`src/rtl/matrix_scan_driver_if.sv`:
```
// Frame-store / scan-output bus between the game logic (master) and matrix_scan_driver (slave).
// With BRIGHTNESS_EN defined the bus also carries the 4-bit global brightness input.
interface matrix_scan_driver_if #(
    parameter int ROWS = 8,
    parameter int COLS = 8
);
    // One spare bit so that row numbers >= ROWS can be presented and rejected.
    localparam int WR_W = $clog2(ROWS) + 1;

    // Single-cycle strobes, no backpressure: wr_en and swap_req are sampled on every
    // rising clk edge; swap_ack and frame_start are one-cycle pulses with no ready.
    logic            wr_en;
    logic [WR_W-1:0] wr_row;
    logic [COLS-1:0] wr_data;
    logic            swap_req;
    logic            swap_ack;
    logic            frame_start;
    logic [ROWS-1:0] row;
    logic [COLS-1:0] col;
    logic            dbg_state;
`ifdef BRIGHTNESS_EN
    logic [3:0]      brightness;

    modport master (output wr_en, wr_row, wr_data, swap_req, brightness,
                    input  swap_ack, frame_start, row, col, dbg_state);
    modport slave  (input  wr_en, wr_row, wr_data, swap_req, brightness,
                    output swap_ack, frame_start, row, col, dbg_state);
`else
    modport master (output wr_en, wr_row, wr_data, swap_req,
                    input  swap_ack, frame_start, row, col, dbg_state);
    modport slave  (input  wr_en, wr_row, wr_data, swap_req,
                    output swap_ack, frame_start, row, col, dbg_state);
`endif
endinterface

```
`src/rtl/matrix_scan_driver.sv`:
```
// Row-scanned ROWS x COLS LED matrix driver with double-buffered, tear-free frame store.
// Optional feature macro BRIGHTNESS_EN: frame-latched global PWM brightness on the columns.
module matrix_scan_driver #(
    parameter int ROWS         = 8,
    parameter int COLS         = 8,
    parameter int CLK_HZ       = 27000000,
    parameter int REFRESH_HZ   = 400,
    parameter int BLANK_CYCLES = 16
) (
    input  logic                clk,
    input  logic                rst_n,
    matrix_scan_driver_if.slave io_bus
);
    localparam int DWELL = CLK_HZ / (ROWS * REFRESH_HZ);
    localparam int RI_W  = $clog2(ROWS);
    localparam int DC_W  = ($clog2(DWELL) > 4) ? $clog2(DWELL) : 4;
    localparam int WR_W  = $clog2(ROWS) + 1;

    localparam logic [0:0] ST_BLANK = 1'b0;
    localparam logic [0:0] ST_ON    = 1'b1;

    generate
        if (ROWS < 2) begin : g_bad_rows
            $error("matrix_scan_driver: ROWS (%0d) must be at least 2", ROWS);
        end
        if (DWELL <= BLANK_CYCLES) begin : g_bad_dwell
            $error("matrix_scan_driver: DWELL (%0d) must exceed BLANK_CYCLES (%0d)", DWELL, BLANK_CYCLES);
        end
    endgenerate

    logic [RI_W-1:0] r_row_idx;
    logic [DC_W-1:0] r_dwell_cnt;
    logic [COLS-1:0] r_buf_a [ROWS];
    logic [COLS-1:0] r_buf_b [ROWS];
    logic            r_disp_sel;      // 0: buffer A is on display, 1: buffer B
    logic            r_pending;
    logic            r_swap_flag;
    logic [ROWS-1:0] r_row;
    logic [COLS-1:0] r_col;
    logic            r_frame_start;
    logic            r_swap_ack;
    logic [0:0]      r_state;

    logic            w_last_dwell;
    logic            w_last_row;
    logic            w_frame_first;
    logic            w_swap;
    logic            w_wr_ok;
    logic [RI_W-1:0] w_wr_idx;
    logic [0:0]      w_state;
    logic [COLS-1:0] w_disp_row;
    logic            w_col_en;

    assign w_last_dwell  = (r_dwell_cnt == DC_W'(DWELL - 1));
    assign w_last_row    = (r_row_idx == RI_W'(ROWS - 1));
    assign w_frame_first = (r_row_idx == '0) && (r_dwell_cnt == '0);
    assign w_swap        = w_last_row && w_last_dwell && (r_pending || io_bus.swap_req);
    assign w_wr_ok       = io_bus.wr_en && (io_bus.wr_row < WR_W'(ROWS));
    assign w_wr_idx      = io_bus.wr_row[RI_W-1:0];
    assign w_state       = (r_dwell_cnt < DC_W'(BLANK_CYCLES)) ? ST_BLANK : ST_ON;

    always_comb begin
        w_disp_row = r_buf_a[r_row_idx];
        if (r_disp_sel) begin
            w_disp_row = r_buf_b[r_row_idx];
        end
    end

`ifdef BRIGHTNESS_EN
    logic [3:0] r_bright_q;

    // Latched only at the frame's first cycle so a mid-frame change never splits a frame.
    always_ff @(posedge clk or negedge rst_n) begin
        if (!rst_n) begin
            r_bright_q <= 4'd0;
        end else if (w_frame_first) begin
            r_bright_q <= io_bus.brightness;
        end
    end

    assign w_col_en = (r_dwell_cnt[3:0] < r_bright_q);
`else
    assign w_col_en = 1'b1;
`endif

    always_ff @(posedge clk or negedge rst_n) begin
        if (!rst_n) begin
            r_dwell_cnt <= '0;
            r_row_idx   <= '0;
        end else if (w_last_dwell) begin
            r_dwell_cnt <= '0;
            r_row_idx   <= w_last_row ? '0 : r_row_idx + RI_W'(1);
        end else begin
            r_dwell_cnt <= r_dwell_cnt + DC_W'(1);
        end
    end

    // Writes target whichever buffer is not on display at this edge; in the swap
    // cycle that is the outgoing back buffer, which becomes the new display.
    always_ff @(posedge clk or negedge rst_n) begin
        if (!rst_n) begin
            for (int i = 0; i < ROWS; i++) begin
                r_buf_a[i] <= '0;
                r_buf_b[i] <= '0;
            end
        end else if (w_wr_ok) begin
            if (r_disp_sel) begin
                r_buf_a[w_wr_idx] <= io_bus.wr_data;
            end else begin
                r_buf_b[w_wr_idx] <= io_bus.wr_data;
            end
        end
    end

    always_ff @(posedge clk or negedge rst_n) begin
        if (!rst_n) begin
            r_disp_sel  <= 1'b0;
            r_pending   <= 1'b0;
            r_swap_flag <= 1'b0;
        end else begin
            r_swap_flag <= w_swap;
            if (w_swap) begin
                r_disp_sel <= ~r_disp_sel;
                r_pending  <= 1'b0;
            end else if (io_bus.swap_req) begin
                r_pending  <= 1'b1;
            end
        end
    end

    always_ff @(posedge clk or negedge rst_n) begin
        if (!rst_n) begin
            r_row         <= '0;
            r_col         <= '0;
            r_frame_start <= 1'b0;
            r_swap_ack    <= 1'b0;
            r_state       <= ST_BLANK;
        end else begin
            r_state       <= w_state;
            r_frame_start <= w_frame_first;
            r_swap_ack    <= w_frame_first && r_swap_flag;
            if (w_state == ST_ON) begin
                r_row <= {{(ROWS-1){1'b0}}, 1'b1} << r_row_idx;
                r_col <= w_col_en ? w_disp_row : '0;
            end else begin
                r_row <= '0;
                r_col <= '0;
            end
        end
    end

    assign io_bus.row         = r_row;
    assign io_bus.col         = r_col;
    assign io_bus.frame_start = r_frame_start;
    assign io_bus.swap_ack    = r_swap_ack;
    assign io_bus.dbg_state   = r_state;
endmodule

```
`src/flat_wrapper.sv`:
```
// flat-port wrapper written by rule: the top's interface ports become plain ports
module matrix_scan_driver_flat 
#(
    parameter int ROWS         = 8,
    parameter int COLS         = 8,
    parameter int CLK_HZ       = 27000000,
    parameter int REFRESH_HZ   = 400,
    parameter int BLANK_CYCLES = 16
)
  (clk, rst_n, io_bus_wr_en, io_bus_wr_row, io_bus_wr_data, io_bus_swap_req, io_bus_swap_ack, io_bus_frame_start, io_bus_row, io_bus_col, io_bus_dbg_state);
  matrix_scan_driver_if #(.ROWS(ROWS), .COLS(COLS)) io_bus_i ();
  input  logic clk;
  input  logic rst_n;
  input wire logic [$bits(io_bus_i.wr_en)-1:0] io_bus_wr_en;
  input wire logic [$bits(io_bus_i.wr_row)-1:0] io_bus_wr_row;
  input wire logic [$bits(io_bus_i.wr_data)-1:0] io_bus_wr_data;
  input wire logic [$bits(io_bus_i.swap_req)-1:0] io_bus_swap_req;
  output wire logic [$bits(io_bus_i.swap_ack)-1:0] io_bus_swap_ack;
  output wire logic [$bits(io_bus_i.frame_start)-1:0] io_bus_frame_start;
  output wire logic [$bits(io_bus_i.row)-1:0] io_bus_row;
  output wire logic [$bits(io_bus_i.col)-1:0] io_bus_col;
  output wire logic [$bits(io_bus_i.dbg_state)-1:0] io_bus_dbg_state;
  assign io_bus_i.wr_en = io_bus_wr_en;
  assign io_bus_i.wr_row = io_bus_wr_row;
  assign io_bus_i.wr_data = io_bus_wr_data;
  assign io_bus_i.swap_req = io_bus_swap_req;
  assign io_bus_swap_ack = io_bus_i.swap_ack;
  assign io_bus_frame_start = io_bus_i.frame_start;
  assign io_bus_row = io_bus_i.row;
  assign io_bus_col = io_bus_i.col;
  assign io_bus_dbg_state = io_bus_i.dbg_state;
  matrix_scan_driver #(.ROWS(ROWS), .COLS(COLS), .CLK_HZ(CLK_HZ), .REFRESH_HZ(REFRESH_HZ), .BLANK_CYCLES(BLANK_CYCLES)) u_core (.clk(clk), .rst_n(rst_n), .io_bus(io_bus_i));
endmodule
```
`config.mk`:
```
export PLATFORM = sky130hd
export DESIGN_NAME = matrix_scan_driver_flat
export DESIGN_NICKNAME = d
export VERILOG_FILES = /design/src/rtl/matrix_scan_driver_if.sv /design/src/rtl/matrix_scan_driver.sv /design/src/flat_wrapper.sv
export SDC_FILE = /design/constraint.sdc
export NUM_CORES = 1
export LEC_CHECK = 0
export ABC_AREA = 1
export BUFFER_PORTS_ARGS = -buffer_cell sky130_fd_sc_hd__buf_2
export CORE_ASPECT_RATIO = 0.5
export CORE_MARGIN = 8
export CORE_UTILIZATION = 40
export DETAILED_ROUTE_END_ITERATION = 12
export SYNTH_ARGS = -nofsm -noshare
export SYNTH_HDL_FRONTEND = slang
export SYNTH_SLANG_ARGS = --single-unit
```
`constraint.sdc`:
```
create_clock -name clk -period 2 [get_ports clk]
set_clock_uncertainty 0.1 [all_clocks]
set_input_delay 0.4 -clock clk [delete_from_list [all_inputs] [get_ports clk]]
set_output_delay 0.4 -clock clk [all_outputs]
set_load 0.1 [all_outputs]
```
Word-level counts from Yosys, hierarchy flattened

Cells that the tools add are included.
W data, S select, Z words.

Register bits: 167
Input port bits: 16
Output and inout port bits: 19
Logic and storage cells: 69

$add $sub $neg: 2
Order comparisons: 5
Equality and inequality tests: 2
Shift operators: 1
Muxes and demuxes: 18
Bitwise logic cells: 3
Reduce and logical (&&, ||, !) cells: 12

Operators with widths:

| cell                    | number |
|---|---|
| $bwmux W64              | 2 |
| $mux W8                 | 8 |
| $bmux W8 S3             | 2 |
| $demux W8 S3            | 1 |
| $add A14 B1 Y14 const B | 1 |
| $eq A14 B14 Y1 const B  | 1 |
| $logic_not A14 Y1       | 1 |
| $lt A14 B5 Y1 const B   | 1 |
| $mux W14                | 1 |
| $ge A4 B4 Y1 const B    | 2 |
| $not A3 Y4              | 2 |
| $shl A1 B3 Y8 const A   | 1 |
| $logic_and A1 B1 Y1     | 6 |
| $lt A4 B1 Y1 const B    | 1 |
| $lt A4 B4 Y1 const B    | 1 |
| $reduce_and A2 Y1       | 2 |
| $add A3 B1 Y3 const B   | 1 |
| $eq A3 B3 Y1 const B    | 1 |
| $logic_not A3 Y1        | 1 |
| $mux W1                 | 3 |
| $mux W3                 | 1 |
| $reduce_bool A2 Y1      | 1 |
| $logic_or A1 B1 Y1      | 1 |
| $not A1 Y1              | 1 |

Logic depth before layout (Yosys ltp)

Depth in word-level cells: 6
Depth in mapped cells: 9
Mapped depth without buffers: 8

Worst setup path after synthesis

OpenSTA, ideal clock, no wires.

Kind: reg2reg
From: reg u_core.r_row_idx[1]
To: reg u_core.r_swap_ack (netlist: u_core.io_bus.swap_ack)
Library setup time: 0.088 ns
Arrival time: 1.388 ns
Required time: 1.812 ns
Path slack: 0.424 ns
Stages on the path, launching flop included: 7
Path buffers: 2
Period minus slack after synthesis: 1.576 ns
Cell sequence: dfrtp_1 buf_2 clkinv_1 clkbuf_1 ha_1 nand3_1 nor3b_1

Word-level cells in the longest chain between the ends: 3

Ends and longest elaborated chain:

| item                   | line                      | source |
|---|---|---|
| from (decl)            | matrix_scan_driver.sv:31  | `logic [RI_W-1:0] r_row_idx;` |
| from (signal assigned) | matrix_scan_driver.sv:92  | `r_row_idx <= w_last_row ? '0 : r_row_idx + RI_W'(1);` |
| $logic_not A3 Y1       | matrix_scan_driver.sv:56  | `assign w_frame_first = (r_row_idx == '0) && (r_dwell_cnt == '0);` |
| $logic_and A1 B1 Y1    | matrix_scan_driver.sv:56  |  |
| $logic_and A1 B1 Y1    | matrix_scan_driver.sv:141 | `r_swap_ack <= w_frame_first && r_swap_flag;` |
| to (signal assigned)   | matrix_scan_driver.sv:141 |  |
| to (decl)              | matrix_scan_driver.sv:41  | `logic r_swap_ack;` |

Every way passes these cells.
A chain may end at the register's enable or synchronous reset.

Final worst setup path

From: reg u_core.r_disp_sel
To: reg u_core.r_buf_b[50] (netlist name)

Word-level cells in the longest chain between the ends: 2

Ends and longest elaborated chain:

| item                            | line                      | source |
|---|---|---|
| from (decl)                     | matrix_scan_driver.sv:35  | `logic r_disp_sel;` |
| from (signal assigned)          | matrix_scan_driver.sv:123 | `r_disp_sel <= ~r_disp_sel;` |
| $not A1 Y1 (no line)            | -                         |  |
| $reduce_and A2 Y1 (no line)     | -                         |  |
| to (signal, indexed assignment) | matrix_scan_driver.sv:110 | `r_buf_b[w_wr_idx] <= io_bus.wr_data;` |
| to (decl)                       | matrix_scan_driver.sv:34  | `logic [COLS-1:0] r_buf_b [ROWS];` |

Every way passes these cells.

==> impl_results.md <==
* Crit share post-route at between 80 and 90%
* Setup-failing EPs final at 0
* Status: finished clean
* Antenna Cells at 0
* Via density at 5.04
* Vias in the first global route at 6013
* CORE AREA at 0.0185 mm2
* Synth-to-layout area growth at 14.6%
* Initial drt markers at 578
* Final setup TNS at 0 ps
* Synth cell types at 25
* MaxCap Viol Count at 0
* CTS tree: done
* Crit path capture: u_core.r_buf_b[50]
* Clk buf depth at 2
* Layout Nets at 986
* Dpl hpwl at 12.0 mm
* Peak VDD IR at approximately 0.00055 V
* Comb pwr share at 6.7%
* Largest net degree at the start of global routing at 69
* Crit-path max FO at 16
* Final Util at 46.9%
* Post-CTS setup buffers at 0
* Top cell type's share of synthesized area at roughly 55%
* Sequential fraction of the synthesis area at 55.2%
* Worst R2R Start: u_core.r_disp_sel
* CP Launch Type: flip-flop
* Switching share of power at 25.7%
* GRT overflow at 0
* Critical path buffer and inverter count at 0
* Synth area leaders: dfrtp_1 (55%), nand2_1 (15%), nand3_1 (7.3%)
* CP max-delay cell: dfrtp_1
* Crit path from: u_core.r_disp_sel
* Avg WL per Cell at 15.3 um
* Synth warn at 0
* Fillers at 1825
* Avg Cell Area, Syn at 8.06 um2
* WS Path Type: flip-flop to flip-flop
* Post-Layout Inst Area at roughly 0.0087 mm2
* RSZ-0062 raised after global routing: false
* DRC viols at 0
* Pwr dens at a little under 900 mW/mm2
* Sequential power share at 50.3%
* Critical path depth in cells at 3
* Internal power at 5.58 mW
* Via count at 6214
* DRT Pass-1 Iters at 5
* Synthesized Nets at 963
* Worst slew margin at 59.6%
* Share of cells above drive strength 1 at 10.1%
* Initial antenna violation count at 0
* Port Buffers at 34
* Post-detailed-routing wire length at 18.9 mm
* Tot GR Track Use at 16.6%
* Worst skew pair latency at 440 ps
* Maximum clock frequency at 0.584 GHz
* Power Total at 7.51 mW
* Row Count at 35
* Synthesized area at 0.00757 mm2
* WP data arrival at between 1500 and 2000 ps
* Post-Syn Instances at about 940
* CP peak stage delay at roughly 480 ps
* Most common cell after layout, fill and taps aside: nand2_1
* ANT nets after route at 0
* I/O Pins at 35
* Critical path endpoint category: flip-flop
* Crit-path cells: nor3_4 -> nand2_1 -> o21ai_0
* R2r endpoint: u_core.r_buf_b[50]
* Slew of the pin with the lowest slew margin at 605 ps
* Gp weighted congestion at 0.854
* Clk pin slew, worst setup/hold paths at 70 ps
* Critical path's top delay family: simple AND/OR/NAND/NOR gates
* Hold Crit Class: input port to flip-flop
* Clk sinks at 167
* Die area at ~0.024 mm2
* Critical Path RT at between 2000 and 2500 ps
* Clock group share of total power at 43.0%
* Synth area leader: dfrtp_1
* Net Switching at 1.93 mW
* Total CTS buffers at 17
* Commonest non-fill, non-tap cells in the layout: nand2_1 (299), dfrtp_1 (166), nand3_1 (110)
* Die Y at approximately 110 um
* Flops & latches, synth at 167
* R2r setup slk at 290 ps
* Fin. max-slew vios at 0
* Initial core utilization at 41.0%
* CTS Root Cell: clkbuf_16
* R2R depth at 3
* CTS H-tree depth at 4
* Hold Violations, Final at 0
* Pleak at 4.20 nW
* Min Clock Period, post-route at 1710 ps
* Chip width at 211 um
* Global-route wire length before repair at 31.5 mm
* Dpl cell area at slightly above 0.008 mm2
[cell type report]
cell class / instances / area, um2 / share of cell area [%]
clock buffers: 18 / 429 / 4.95
repair buffers: 60 / 437 / 5.04
clock inverters: 14 / 140 / 1.62
flip-flops and latches: 167 / 4180 / 48.2
well taps: 259 / 324 / 3.74
inverters: 50 / 188 / 2.16
multi-input cells: 666 / 2970 / 34.3
[state kept, by name, summed over array words and instances, names as in the netlist]
register / flops
u_core.r_buf_a: 64
u_core.r_buf_b: 64
u_core.r_dwell_cnt: 14
u_core.io_bus.col: 8
u_core.io_bus.row: 8
u_core.r_row_idx: 3
u_core.io_bus.dbg_state: 1
u_core.io_bus.frame_start: 1
u_core.io_bus.swap_ack: 1
u_core.r_disp_sel: 1
u_core.r_pending: 1
u_core.r_swap_flag: 1
[how the worst min path moves through the flow]
stage,cells past startpoint,startpoint,endpoint
floorplan,0,rst_n,u_core.io_bus.col[0]
global placement,1,rst_n,u_core.r_dwell_cnt[11]
detailed placement,1,rst_n,u_core.r_dwell_cnt[11]
CTS,3,io_bus_swap_req,u_core.r_pending
global route,3,io_bus_swap_req,u_core.r_pending
finish,3,io_bus_swap_req,u_core.r_pending
[metrics by stage]
stage / worst slack, ps / std cells / hold WS (ps)
final: 288 / 1234 / 132
after global placement: 254 / 1201 / 236
after CTS: 291 / 1234 / 129
after floorplan: 424 / 939 / 4.41
after global routing: 110 / 1234 / 136
after detailed placement: 232 / 1201 / 237
[layer usage]
| layer | routed length, um | vias to the layer above | GRT usage [%] |
|---|---|---|---|
| li1 | - | 3079 | - |
| met1 | 8850 | 2982 | 21.9 |
| met2 | 8950 | 127 | 27.2 |
| met3 | 781 | 26 | 2.98 |
| met4 | 329 | 0 | 6.08 |
| met5 | 0 | - | 0 |
[cell families (layout without fill, tap and decap cells)]
family / count (synthesis) / in the layout / share of synthesized area (%)
simple gates: 518 / 518 / 28.5
compound gates: 138 / 138 / 9.21
fa+ha+maj: 8 / 8 / 1.32
flops: 167 / 167 / 55.2
buf+inv: 106 / 142 / 5.51
xor+xnor: 2 / 2 / 0.231
[cells in the mapped netlist]
library cell,number
nand2_1,299
dfrtp_1,167
nand3_1,110
o21ai_0,109
nor2_1,77
inv_1,49
clkbuf_1,36
a21oi_1,25
nor3_1,14
buf_2,11
ha_1,8
nand4_1,8
buf_1,7
nor2_2,4
nor3b_1,3
a31oi_1,2
xor2_1,2
and3_1,1
buf_4,1
clkbuf_2,1
clkinv_1,1
nor3_4,1
o211ai_1,1
o22ai_1,1
or2_2,1
[worst register-to-register path: cells and delay by family (launching register included)]
family	cells	cell delay (ps)
flops	1	480
simple gates	2	740
compound gates	1	310
[power by group through the flow]
stage                     sequential (mW)  clock, mW  combinational, mW
after global placement               3.83          0              0.500
after CTS                            3.77       3.29              0.518
after global routing                 3.81       3.42              0.598
after floorplan                      3.81          0              0.331
final                                3.78       3.23              0.504
after detailed placement             3.84          0              0.516
[timing repair]
| item | in CTS | in global routing |
|---|---|---|
| hold endpoints to repair | 34 | 0 |
| gates resized for setup | 0 | 0 |
| hold buffers | 1 | 0 |
Note: power is estimated with default switching activity, not from simulation.
